## config.mk

```make
export PLATFORM = sky130hd
export DESIGN_NAME = sap1_control_sequencer_flat
export DESIGN_NICKNAME = d
export VERILOG_FILES = /design/src/rtl/sap1_pkg.sv /design/src/rtl/sap1_control_sequencer_if.sv /design/src/rtl/sap1_ctrl_decode.sv /design/src/rtl/sap1_control_sequencer.sv /design/src/flat_wrapper.sv
export SDC_FILE = /design/constraint.sdc
export NUM_CORES = 1
export LEC_CHECK = 0
export CAP_MARGIN = 10
export CORE_MARGIN = 4
export CORE_UTILIZATION = 41
export DETAILED_ROUTE_END_ITERATION = 7
export GPL_TIMING_DRIVEN = 1
export PLACE_DENSITY = 0.84
export SLEW_MARGIN = 15
export SYNTH_ARGS = -nofsm -noshare
export SYNTH_HDL_FRONTEND = slang
export SYNTH_SLANG_ARGS = --single-unit
```

## constraint.sdc

```tcl
create_clock -name clk -period 4.3 [get_ports clk]
set_clock_uncertainty 0.2 [all_clocks]
set_input_delay 0.86 -clock clk [delete_from_list [all_inputs] [get_ports clk]]
set_output_delay 0.86 -clock clk [all_outputs]
set_load 0.02 [all_outputs]
```

## src/rtl/sap1_pkg.sv

```systemverilog
`default_nettype none
// =============================================================================
// Module      : sap1_pkg
// Description : Opcodes, ALU selects, T-state encoding and control word for the
//               SAP-1 extended control sequencer.
// Revision    : 1.0 - initial release
// =============================================================================
package sap1_pkg;

    localparam int T_MAX = 6;
    localparam int ST_W  = $clog2(T_MAX + 1);

    // Encoding doubles as the debug t_state value: T1..T6 = 1..6, HALT = 0.
    typedef enum logic [ST_W-1:0] {
        ST_HALT = 0,
        ST_T1   = 1,
        ST_T2   = 2,
        ST_T3   = 3,
        ST_T4   = 4,
        ST_T5   = 5,
        ST_T6   = 6
    } state_t;

    localparam logic [3:0] OP_NOP = 4'h0;
    localparam logic [3:0] OP_LDA = 4'h1;
    localparam logic [3:0] OP_ADD = 4'h2;
    localparam logic [3:0] OP_SUB = 4'h3;
    localparam logic [3:0] OP_AND = 4'h4;
    localparam logic [3:0] OP_OR  = 4'h5;
    localparam logic [3:0] OP_XOR = 4'h6;
    localparam logic [3:0] OP_NOT = 4'h7;
    localparam logic [3:0] OP_INC = 4'h8;
    localparam logic [3:0] OP_JMP = 4'h9;
    localparam logic [3:0] OP_JZ  = 4'hA;
    localparam logic [3:0] OP_OUT = 4'hE;
    localparam logic [3:0] OP_HLT = 4'hF;

    localparam logic [3:0] ALU_ADD = 4'b0000;
    localparam logic [3:0] ALU_SUB = 4'b0001;
    localparam logic [3:0] ALU_AND = 4'b0010;
    localparam logic [3:0] ALU_OR  = 4'b0011;
    localparam logic [3:0] ALU_XOR = 4'b0101;
    localparam logic [3:0] ALU_NOT = 4'b0110;
    localparam logic [3:0] ALU_INC = 4'b1001;

    typedef struct packed {
        logic       pc_oe;
        logic       pc_inc;
        logic       pc_load;
        logic       mar_load;
        logic       ram_oe;
        logic       ir_load;
        logic       ir_oe;
        logic       a_load;
        logic       a_oe;
        logic       b_load;
        logic       alu_oe;
        logic       out_load;
        logic [3:0] alu_sel;
    } ctrl_t;

    // Two-operand ALU instructions share the 6-cycle memory-operand sequence.
    function automatic logic is_alu2_op(input logic [3:0] op);
        return (op == OP_ADD) || (op == OP_SUB) || (op == OP_AND) ||
               (op == OP_OR)  || (op == OP_XOR);
    endfunction

    function automatic logic [3:0] alu2_sel(input logic [3:0] op);
        logic [3:0] sel;
        sel = ALU_ADD;
        case (op)
            OP_SUB:  sel = ALU_SUB;
            OP_AND:  sel = ALU_AND;
            OP_OR:   sel = ALU_OR;
            OP_XOR:  sel = ALU_XOR;
            default: sel = ALU_ADD;
        endcase
        return sel;
    endfunction

endpackage
`default_nettype wire

```

## src/rtl/sap1_control_sequencer_if.sv

```systemverilog
`default_nettype none
// =============================================================================
// Module      : sap1_control_sequencer_if
// Description : IR/flag inputs and datapath strobes of the SAP-1 sequencer.
// Revision    : 1.0 - initial release
// =============================================================================
interface sap1_control_sequencer_if;
    logic       run;
    logic [7:0] instr;
    logic       zero_flag;
    logic       pc_oe;
    logic       pc_inc;
    logic       pc_load;
    logic       mar_load;
    logic       ram_oe;
    logic       ir_load;
    logic       ir_oe;
    logic       a_load;
    logic       a_oe;
    logic       b_load;
    logic       alu_oe;
    logic [3:0] alu_sel;
    logic       out_load;
    logic       halted;
    logic [2:0] t_state;

    modport slave (
        input  run, instr, zero_flag,
        output pc_oe, pc_inc, pc_load, mar_load, ram_oe, ir_load, ir_oe,
               a_load, a_oe, b_load, alu_oe, alu_sel, out_load, halted, t_state
    );

    modport master (
        output run, instr, zero_flag,
        input  pc_oe, pc_inc, pc_load, mar_load, ram_oe, ir_load, ir_oe,
               a_load, a_oe, b_load, alu_oe, alu_sel, out_load, halted, t_state
    );
endinterface
`default_nettype wire

```

## src/rtl/sap1_ctrl_decode.sv

```systemverilog
`default_nettype none
// =============================================================================
// Module      : sap1_ctrl_decode
// Description : Combinational map of (T-state, opcode, zero_flag, run) to the
//               control word plus end-of-instruction / halt indications.
// Revision    : 1.0 - initial release
// =============================================================================
module sap1_ctrl_decode
    import sap1_pkg::*;
(
    input  state_t     i_state,
    input  logic [3:0] i_opcode,
    input  logic       i_zero_flag,
    input  logic       i_run,
    output ctrl_t      o_ctrl,
    output logic       o_last,
    output logic       o_halt
);

    ctrl_t w_ctrl;
    logic  w_last;
    logic  w_halt;

    always_comb begin
        w_ctrl = '0;
        w_last = 1'b0;
        w_halt = 1'b0;
        case (i_state)
            ST_T1: begin
                w_ctrl.pc_oe    = i_run;
                w_ctrl.mar_load = i_run;
            end
            ST_T2: w_ctrl.pc_inc = 1'b1;
            ST_T3: begin
                w_ctrl.ram_oe  = 1'b1;
                w_ctrl.ir_load = 1'b1;
            end
            ST_T4: begin
                case (i_opcode)
                    OP_LDA, OP_ADD, OP_SUB, OP_AND, OP_OR, OP_XOR: begin
                        w_ctrl.ir_oe    = 1'b1;
                        w_ctrl.mar_load = 1'b1;
                    end
                    OP_NOT, OP_INC: begin
                        w_ctrl.alu_oe  = 1'b1;
                        w_ctrl.a_load  = 1'b1;
                        w_ctrl.alu_sel = (i_opcode == OP_NOT) ? ALU_NOT : ALU_INC;
                        w_last         = 1'b1;
                    end
                    OP_JMP, OP_JZ: begin
                        w_ctrl.ir_oe   = (i_opcode == OP_JMP) || i_zero_flag;
                        w_ctrl.pc_load = (i_opcode == OP_JMP) || i_zero_flag;
                        w_last         = 1'b1;
                    end
                    OP_OUT: begin
                        w_ctrl.a_oe     = 1'b1;
                        w_ctrl.out_load = 1'b1;
                        w_last          = 1'b1;
                    end
                    OP_HLT: begin
                        w_last = 1'b1;
                        w_halt = 1'b1;
                    end
                    default: w_last = 1'b1;
                endcase
            end
            ST_T5: begin
                if (i_opcode == OP_LDA) begin
                    w_ctrl.ram_oe = 1'b1;
                    w_ctrl.a_load = 1'b1;
                    w_last        = 1'b1;
                end else if (is_alu2_op(i_opcode)) begin
                    w_ctrl.ram_oe = 1'b1;
                    w_ctrl.b_load = 1'b1;
                end else begin
                    w_last = 1'b1;
                end
            end
            ST_T6: begin
                w_last = 1'b1;
                if (is_alu2_op(i_opcode)) begin
                    w_ctrl.alu_oe  = 1'b1;
                    w_ctrl.a_load  = 1'b1;
                    w_ctrl.alu_sel = alu2_sel(i_opcode);
                end
            end
            default: ;
        endcase
    end

    assign o_ctrl = w_ctrl;
    assign o_last = w_last;
    assign o_halt = w_halt;

endmodule
`default_nettype wire

```

## src/rtl/sap1_control_sequencer.sv

```systemverilog
`default_nettype none
// =============================================================================
// Module      : sap1_control_sequencer
// Description : SAP-1 fetch/decode/execute controller: T-state register and
//               next-state logic around the combinational strobe decoder.
// Revision    : 1.0 - initial release
// =============================================================================
module sap1_control_sequencer
    import sap1_pkg::*;
#(
    parameter int T_MAX = sap1_pkg::T_MAX
) (
    input  logic                     clk,
    input  logic                     rst,
    sap1_control_sequencer_if.slave  bus
);

    localparam state_t c_last_state = state_t'(T_MAX);

    state_t     r_state;
    ctrl_t      w_ctrl;
    logic       w_last;
    logic       w_halt;
    logic       w_run;
    logic [3:0] w_opcode;

    // Reset is asynchronous, so the T1 fetch strobes are masked while it is held.
    assign w_run    = bus.run & ~rst;
    assign w_opcode = bus.instr[7:4];

    sap1_ctrl_decode u_decode (
        .i_state     (r_state),
        .i_opcode    (w_opcode),
        .i_zero_flag (bus.zero_flag),
        .i_run       (w_run),
        .o_ctrl      (w_ctrl),
        .o_last      (w_last),
        .o_halt      (w_halt)
    );

    always_ff @(posedge clk or posedge rst) begin
        if (rst) begin
            r_state <= ST_T1;
        end else begin
            case (r_state)
                ST_T1:   r_state <= bus.run ? ST_T2 : ST_T1;
                ST_T2:   r_state <= ST_T3;
                ST_T3:   r_state <= ST_T4;
                ST_T4, ST_T5, ST_T6: begin
                    if (w_halt)
                        r_state <= ST_HALT;
                    else if (w_last || r_state == c_last_state)
                        r_state <= ST_T1;
                    else
                        r_state <= state_t'(r_state + 1'b1);
                end
                ST_HALT: r_state <= ST_HALT;
                default: r_state <= ST_T1;
            endcase
        end
    end

    assign bus.pc_oe    = w_ctrl.pc_oe;
    assign bus.pc_inc   = w_ctrl.pc_inc;
    assign bus.pc_load  = w_ctrl.pc_load;
    assign bus.mar_load = w_ctrl.mar_load;
    assign bus.ram_oe   = w_ctrl.ram_oe;
    assign bus.ir_load  = w_ctrl.ir_load;
    assign bus.ir_oe    = w_ctrl.ir_oe;
    assign bus.a_load   = w_ctrl.a_load;
    assign bus.a_oe     = w_ctrl.a_oe;
    assign bus.b_load   = w_ctrl.b_load;
    assign bus.alu_oe   = w_ctrl.alu_oe;
    assign bus.alu_sel  = w_ctrl.alu_sel;
    assign bus.out_load = w_ctrl.out_load;
    assign bus.halted   = (r_state == ST_HALT);
    assign bus.t_state  = 3'(r_state);

endmodule
`default_nettype wire

```

## src/flat_wrapper.sv

```systemverilog
// flat-port wrapper written by rule: the top's interface ports become plain ports
module sap1_control_sequencer_flat import sap1_pkg::*;
#(
    parameter int T_MAX = sap1_pkg::T_MAX
)
  (clk, rst, bus_run, bus_instr, bus_zero_flag, bus_pc_oe, bus_pc_inc, bus_pc_load, bus_mar_load, bus_ram_oe, bus_ir_load, bus_ir_oe, bus_a_load, bus_a_oe, bus_b_load, bus_alu_oe, bus_alu_sel, bus_out_load, bus_halted, bus_t_state);
  sap1_control_sequencer_if bus_i ();
  input  logic clk;
  input  logic rst;
  input wire logic [$bits(bus_i.run)-1:0] bus_run;
  input wire logic [$bits(bus_i.instr)-1:0] bus_instr;
  input wire logic [$bits(bus_i.zero_flag)-1:0] bus_zero_flag;
  output wire logic [$bits(bus_i.pc_oe)-1:0] bus_pc_oe;
  output wire logic [$bits(bus_i.pc_inc)-1:0] bus_pc_inc;
  output wire logic [$bits(bus_i.pc_load)-1:0] bus_pc_load;
  output wire logic [$bits(bus_i.mar_load)-1:0] bus_mar_load;
  output wire logic [$bits(bus_i.ram_oe)-1:0] bus_ram_oe;
  output wire logic [$bits(bus_i.ir_load)-1:0] bus_ir_load;
  output wire logic [$bits(bus_i.ir_oe)-1:0] bus_ir_oe;
  output wire logic [$bits(bus_i.a_load)-1:0] bus_a_load;
  output wire logic [$bits(bus_i.a_oe)-1:0] bus_a_oe;
  output wire logic [$bits(bus_i.b_load)-1:0] bus_b_load;
  output wire logic [$bits(bus_i.alu_oe)-1:0] bus_alu_oe;
  output wire logic [$bits(bus_i.alu_sel)-1:0] bus_alu_sel;
  output wire logic [$bits(bus_i.out_load)-1:0] bus_out_load;
  output wire logic [$bits(bus_i.halted)-1:0] bus_halted;
  output wire logic [$bits(bus_i.t_state)-1:0] bus_t_state;
  assign bus_i.run = bus_run;
  assign bus_i.instr = bus_instr;
  assign bus_i.zero_flag = bus_zero_flag;
  assign bus_pc_oe = bus_i.pc_oe;
  assign bus_pc_inc = bus_i.pc_inc;
  assign bus_pc_load = bus_i.pc_load;
  assign bus_mar_load = bus_i.mar_load;
  assign bus_ram_oe = bus_i.ram_oe;
  assign bus_ir_load = bus_i.ir_load;
  assign bus_ir_oe = bus_i.ir_oe;
  assign bus_a_load = bus_i.a_load;
  assign bus_a_oe = bus_i.a_oe;
  assign bus_b_load = bus_i.b_load;
  assign bus_alu_oe = bus_i.alu_oe;
  assign bus_alu_sel = bus_i.alu_sel;
  assign bus_out_load = bus_i.out_load;
  assign bus_halted = bus_i.halted;
  assign bus_t_state = bus_i.t_state;
  sap1_control_sequencer #(.T_MAX(T_MAX)) u_core (.clk(clk), .rst(rst), .bus(bus_i));
endmodule
```

==> metrics.txt <==
# TYPE chip_impl_metric gauge
chip_impl_metric{name="detail_route.drc_violations",unit=""} 0
chip_impl_metric{name="power.density_cell_area",unit="nW/µm²"} 511.0
chip_impl_metric{name="post_cts_hold_buffer_count",unit=""} 0
chip_impl_metric{name="synth_edf_count",unit=""} 0
chip_impl_info{name="status",value="finished clean"} 1
chip_impl_metric{name="sinks_on_the_clock_net",unit=""} 3
chip_impl_info{name="worst_setup_path_end_kind",value="output port"} 1
chip_impl_metric{name="syn-mean-instance-area",unit="µm²"} 6.971
chip_impl_metric{name="max-slew-margin-rel",unit="%"} 67.10
chip_impl_metric{name="p_leak",unit="µW"} 0.0003515
chip_impl_metric{name="setup-tns-final",unit="ps"} 0
chip_impl_info{name="crit_path_top_delay_cell",value="clkdlybuf4s50_1"} 1
chip_impl_metric{name="dieArea",unit="µm²"} 2097
chip_impl_metric{name="antenna_found_initial",unit=""} 0
chip_impl_metric{name="cts.repair.resized",unit=""} 0
chip_impl_metric{name="number_of_flip_flops_in_the_largest_register",unit=""} 3
chip_impl_metric{name="cts_made_buffers",unit=""} 3
chip_impl_metric{name="route.antenna.remaining_nets",unit=""} 0
chip_impl_metric{name="port-buffer-count",unit=""} 27
chip_impl_metric{name="routabilityCongestion",unit=""} 0.8578
chip_impl_metric{name="initial_utilization",unit="%"} 44.44
chip_impl_metric{name="finalWorstPathRequiredPeriod",unit="ps"} 4020
chip_impl_metric{name="synth.yosys.seq_area_share",unit="%"} 13.03
chip_impl_info{name="most_frequently_used_cell_type_in_the_post_synthesis_netlist",value="nand2_1"} 1
chip_impl_metric{name="yosysWarnings",unit=""} 0
chip_impl_metric{name="grt_overflow",unit=""} 0
chip_impl_metric{name="worstPathBufferInverterCount",unit=""} 2
chip_impl_metric{name="clkTransAtPathRegs",unit="ps"} 30
chip_impl_metric{name="totalWireLength",unit="mm"} 1.659
chip_impl_metric{name="cts.repair_timing.setup_buffer_count",unit=""} 0
chip_impl_info{name="synth_area_leaders",value="ha_1 11%, dfrtp_1 8.5%, nor3_1 6.0%"} 1
chip_impl_metric{name="core-area",unit="µm²"} 1318
chip_impl_info{name="path_class",value="input port to output port"} 1
chip_impl_metric{name="nets",unit=""} 126
chip_impl_metric{name="dp_hpwl",unit="mm"} 1.241
chip_impl_metric{name="post_drt_via_cell_ratio",unit=""} 5.902
chip_impl_info{name="classification_of_the_worst_slack_hold_path",value="register to register"} 1
chip_impl_metric{name="vdd_ir_drop_max",unit="mV"} 0.3409
chip_impl_metric{name="max_cap_viol_count",unit=""} 0
chip_impl_metric{name="worst_pin_slew",unit="ps"} 492.0
chip_impl_metric{name="timing_hold_violations_final",unit=""} 0
chip_impl_info{name="worst_path_most_repeated_cell",value="clkdlybuf4s50_1"} 1
chip_impl_metric{name="synthesis.instances",unit=""} 84
chip_impl_metric{name="ctsHtreeMaxLevel",unit=""} 1
chip_impl_metric{name="achievable-frequency",unit="MHz"} 248.8
chip_impl_metric{name="setup-violations-final",unit=""} 0
chip_impl_info{name="synthTopCellsByCount",value="8 x nand2_1, 7 x inv_1, 7 x nor3_1, 6 x nor2_1"} 1
chip_impl_info{name="setup_repair_after_global_routing_missed_its_margin",value="false"} 1
chip_impl_metric{name="async_reset_ff_share",unit="%"} 100.0
chip_impl_metric{name="ctsLongestPathBuffers",unit=""} 2
chip_impl_metric{name="diodes",unit=""} 0
chip_impl_metric{name="drt_first_pass_iters",unit=""} 4
chip_impl_metric{name="rows",unit=""} 13
chip_impl_metric{name="grt_pass1_vias",unit=""} 683
chip_impl_metric{name="timing.final.crit_share",unit="%"} 93.48
chip_impl_info{name="crit_path_cell_trace",value="clkdlybuf4s50_1 > nor4bb_1 > a31oi_1 > o22a_1 > a21oi_1 > clkdlybuf4s50_1"} 1
chip_impl_metric{name="synthesis.area",unit="µm²"} 585.6
chip_impl_metric{name="path_max_fanout",unit=""} 15
chip_impl_metric{name="drive_above_1_share",unit="%"} 9.259
chip_impl_metric{name="first_pass_grt_wire_length",unit="mm"} 2.842
chip_impl_metric{name="post_route_worst_hold_slack",unit="ps"} 501.1
chip_impl_metric{name="area_growth",unit="%"} 48.29
chip_impl_info{name="crit_path_start_kind",value="input port"} 1
chip_impl_metric{name="grt_start_max_net_pins",unit=""} 16
chip_impl_metric{name="dr.first_iter.drc_count",unit=""} 16
chip_impl_metric{name="clk_latency",unit="ps"} 230
chip_impl_metric{name="synth.net_count",unit=""} 101
chip_impl_metric{name="routedWlPerCell",unit="µm"} 13.49
chip_impl_metric{name="grt_util_all_layers",unit="%"} 18.77
chip_impl_info{name="clockRootBuffer",value="clkbuf_4"} 1
chip_impl_metric{name="timing.critical_path.arrival",unit="ps"} 2960
chip_impl_metric{name="maxSlewViolCount",unit=""} 0
chip_impl_metric{name="ys_seq_elements",unit=""} 3
chip_impl_metric{name="synth.lib_cells_used.distinct",unit=""} 33
chip_impl_info{name="synth-main-ff-cell",value="dfrtp_1"} 1
chip_impl_metric{name="die_w",unit="µm"} 45.79
chip_impl_metric{name="data_required_critical_path",unit="ps"} 3240
chip_impl_metric{name="routed-via-count",unit=""} 726
chip_impl_metric{name="fp.dieH",unit="µm"} 45.79
chip_impl_metric{name="synth_top_cell_area_share",unit="%"} 10.68
chip_impl_info{name="tritoncts",value="yes"} 1
chip_impl_metric{name="cp_slowest_stage_delay",unit="ps"} 660
chip_impl_metric{name="design.portCount",unit=""} 32
chip_impl_info{name="critPathTopFamily",value="buffers and inverters"} 1
chip_impl_info{name="synth_area_leader_cell",value="ha_1"} 1
[per-layer routing]
metal	up-vias	GRT usage, %	share of wire [%]	routed length (µm)
met1	335	22.17	43	710
li1	355	-	-	-
met4	0	14.77	2.9	48
met5	-	0	0	0
met3	6	3.953	5.8	96
met2	30	28.97	48	804
[through the flow]
step | std cells | area (µm²) | power (µW) | util (%) | setup WS [ps]
floorplan | 84 | 585.6 | 276.0 | - | 1087
global placement | 119 | 842.1 | 385.4 | 63.91 | 340.1
detailed placement | 119 | 842.1 | 390.7 | 63.91 | 290.5
CTS | 123 | 868.3 | 445.6 | 65.91 | 283.1
global route | 123 | 868.3 | 488.5 | 65.91 | 164.9
finish | 123 | 868.3 | 443.8 | 65.91 | 280.4
[cells in the final DEF, fill, tap and decap left out, drive strengths merged, types with 3 or more instances in the layout]
master	netlist	final
clkdlybuf4s50	0	27
nor2b	3	3
a31o	3	3
nand3	4	4
clkbuf	2	4
nor2	6	6
nand2	8	8
and3	3	3
inv	7	7
o21ai	5	5
nor3	7	7
ha	5	5
[cell families (layout without fill, tap and decap cells)]
| kind of cell | after synthesis | count (layout) | synth area share (%) |
|---|---|---|---|
| compound gates | 20 | 20 | 25.43 |
| xor+xnor | 1 | 1 | 1.496 |
| fa+ha+maj | 5 | 5 | 10.68 |
| buf+inv | 15 | 39 | 11.33 |
| flops | 3 | 3 | 13.04 |
| mux | 2 | 2 | 3.419 |
| simple gates | 38 | 38 | 34.62 |
[worst paths after layout]
check	slack, ps	start	end	depth (start not counted)
max	280	bus_instr[6]	bus_a_load	6
min	500	u_core.bus.t_state[1]$_DFF_PP0_	u_core.bus.t_state[0]$_DFF_PP1_	2
max reg2reg	2240	u_core.bus.t_state[1]$_DFF_PP0_	u_core.bus.t_state[1]$_DFF_PP0_	6
min reg2reg	500	u_core.bus.t_state[1]$_DFF_PP0_	u_core.bus.t_state[0]$_DFF_PP1_	2
max in group asynchronous	3060	rst	u_core.bus.t_state[0]$_DFF_PP1_	2
min in group asynchronous	630	rst	u_core.bus.t_state[2]$_DFF_PP0_	2
[final cells by class]
class / count / area (µm²)
Timing Repair Buffer: 28 / 277.8
Inverter: 7 / 26.28
Clock buffer: 4 / 26.28
Fill cell: 120 / 449.2
Multi-Input combinational cell: 66 / 442.9
Sequential cell: 3 / 76.32
Tap cell: 15 / 18.77
[power breakdown]
group	total, µW	leakage, µW	internal [µW]	switching, µW
Sequential	70.4	0.0000370	45.5	24.9
Combinational	324	0.000300	143	181
Clock	49.2	0.0000150	34.8	14.5
Total	444	0.000352	224	220
[tightest hold or removal path, cell delays in order, from the launching register on]
cell	delay, ps
dfrtp_1	430
nand3b_1	140
o221ai_1	90
Power figures use the tool's default switching activity.
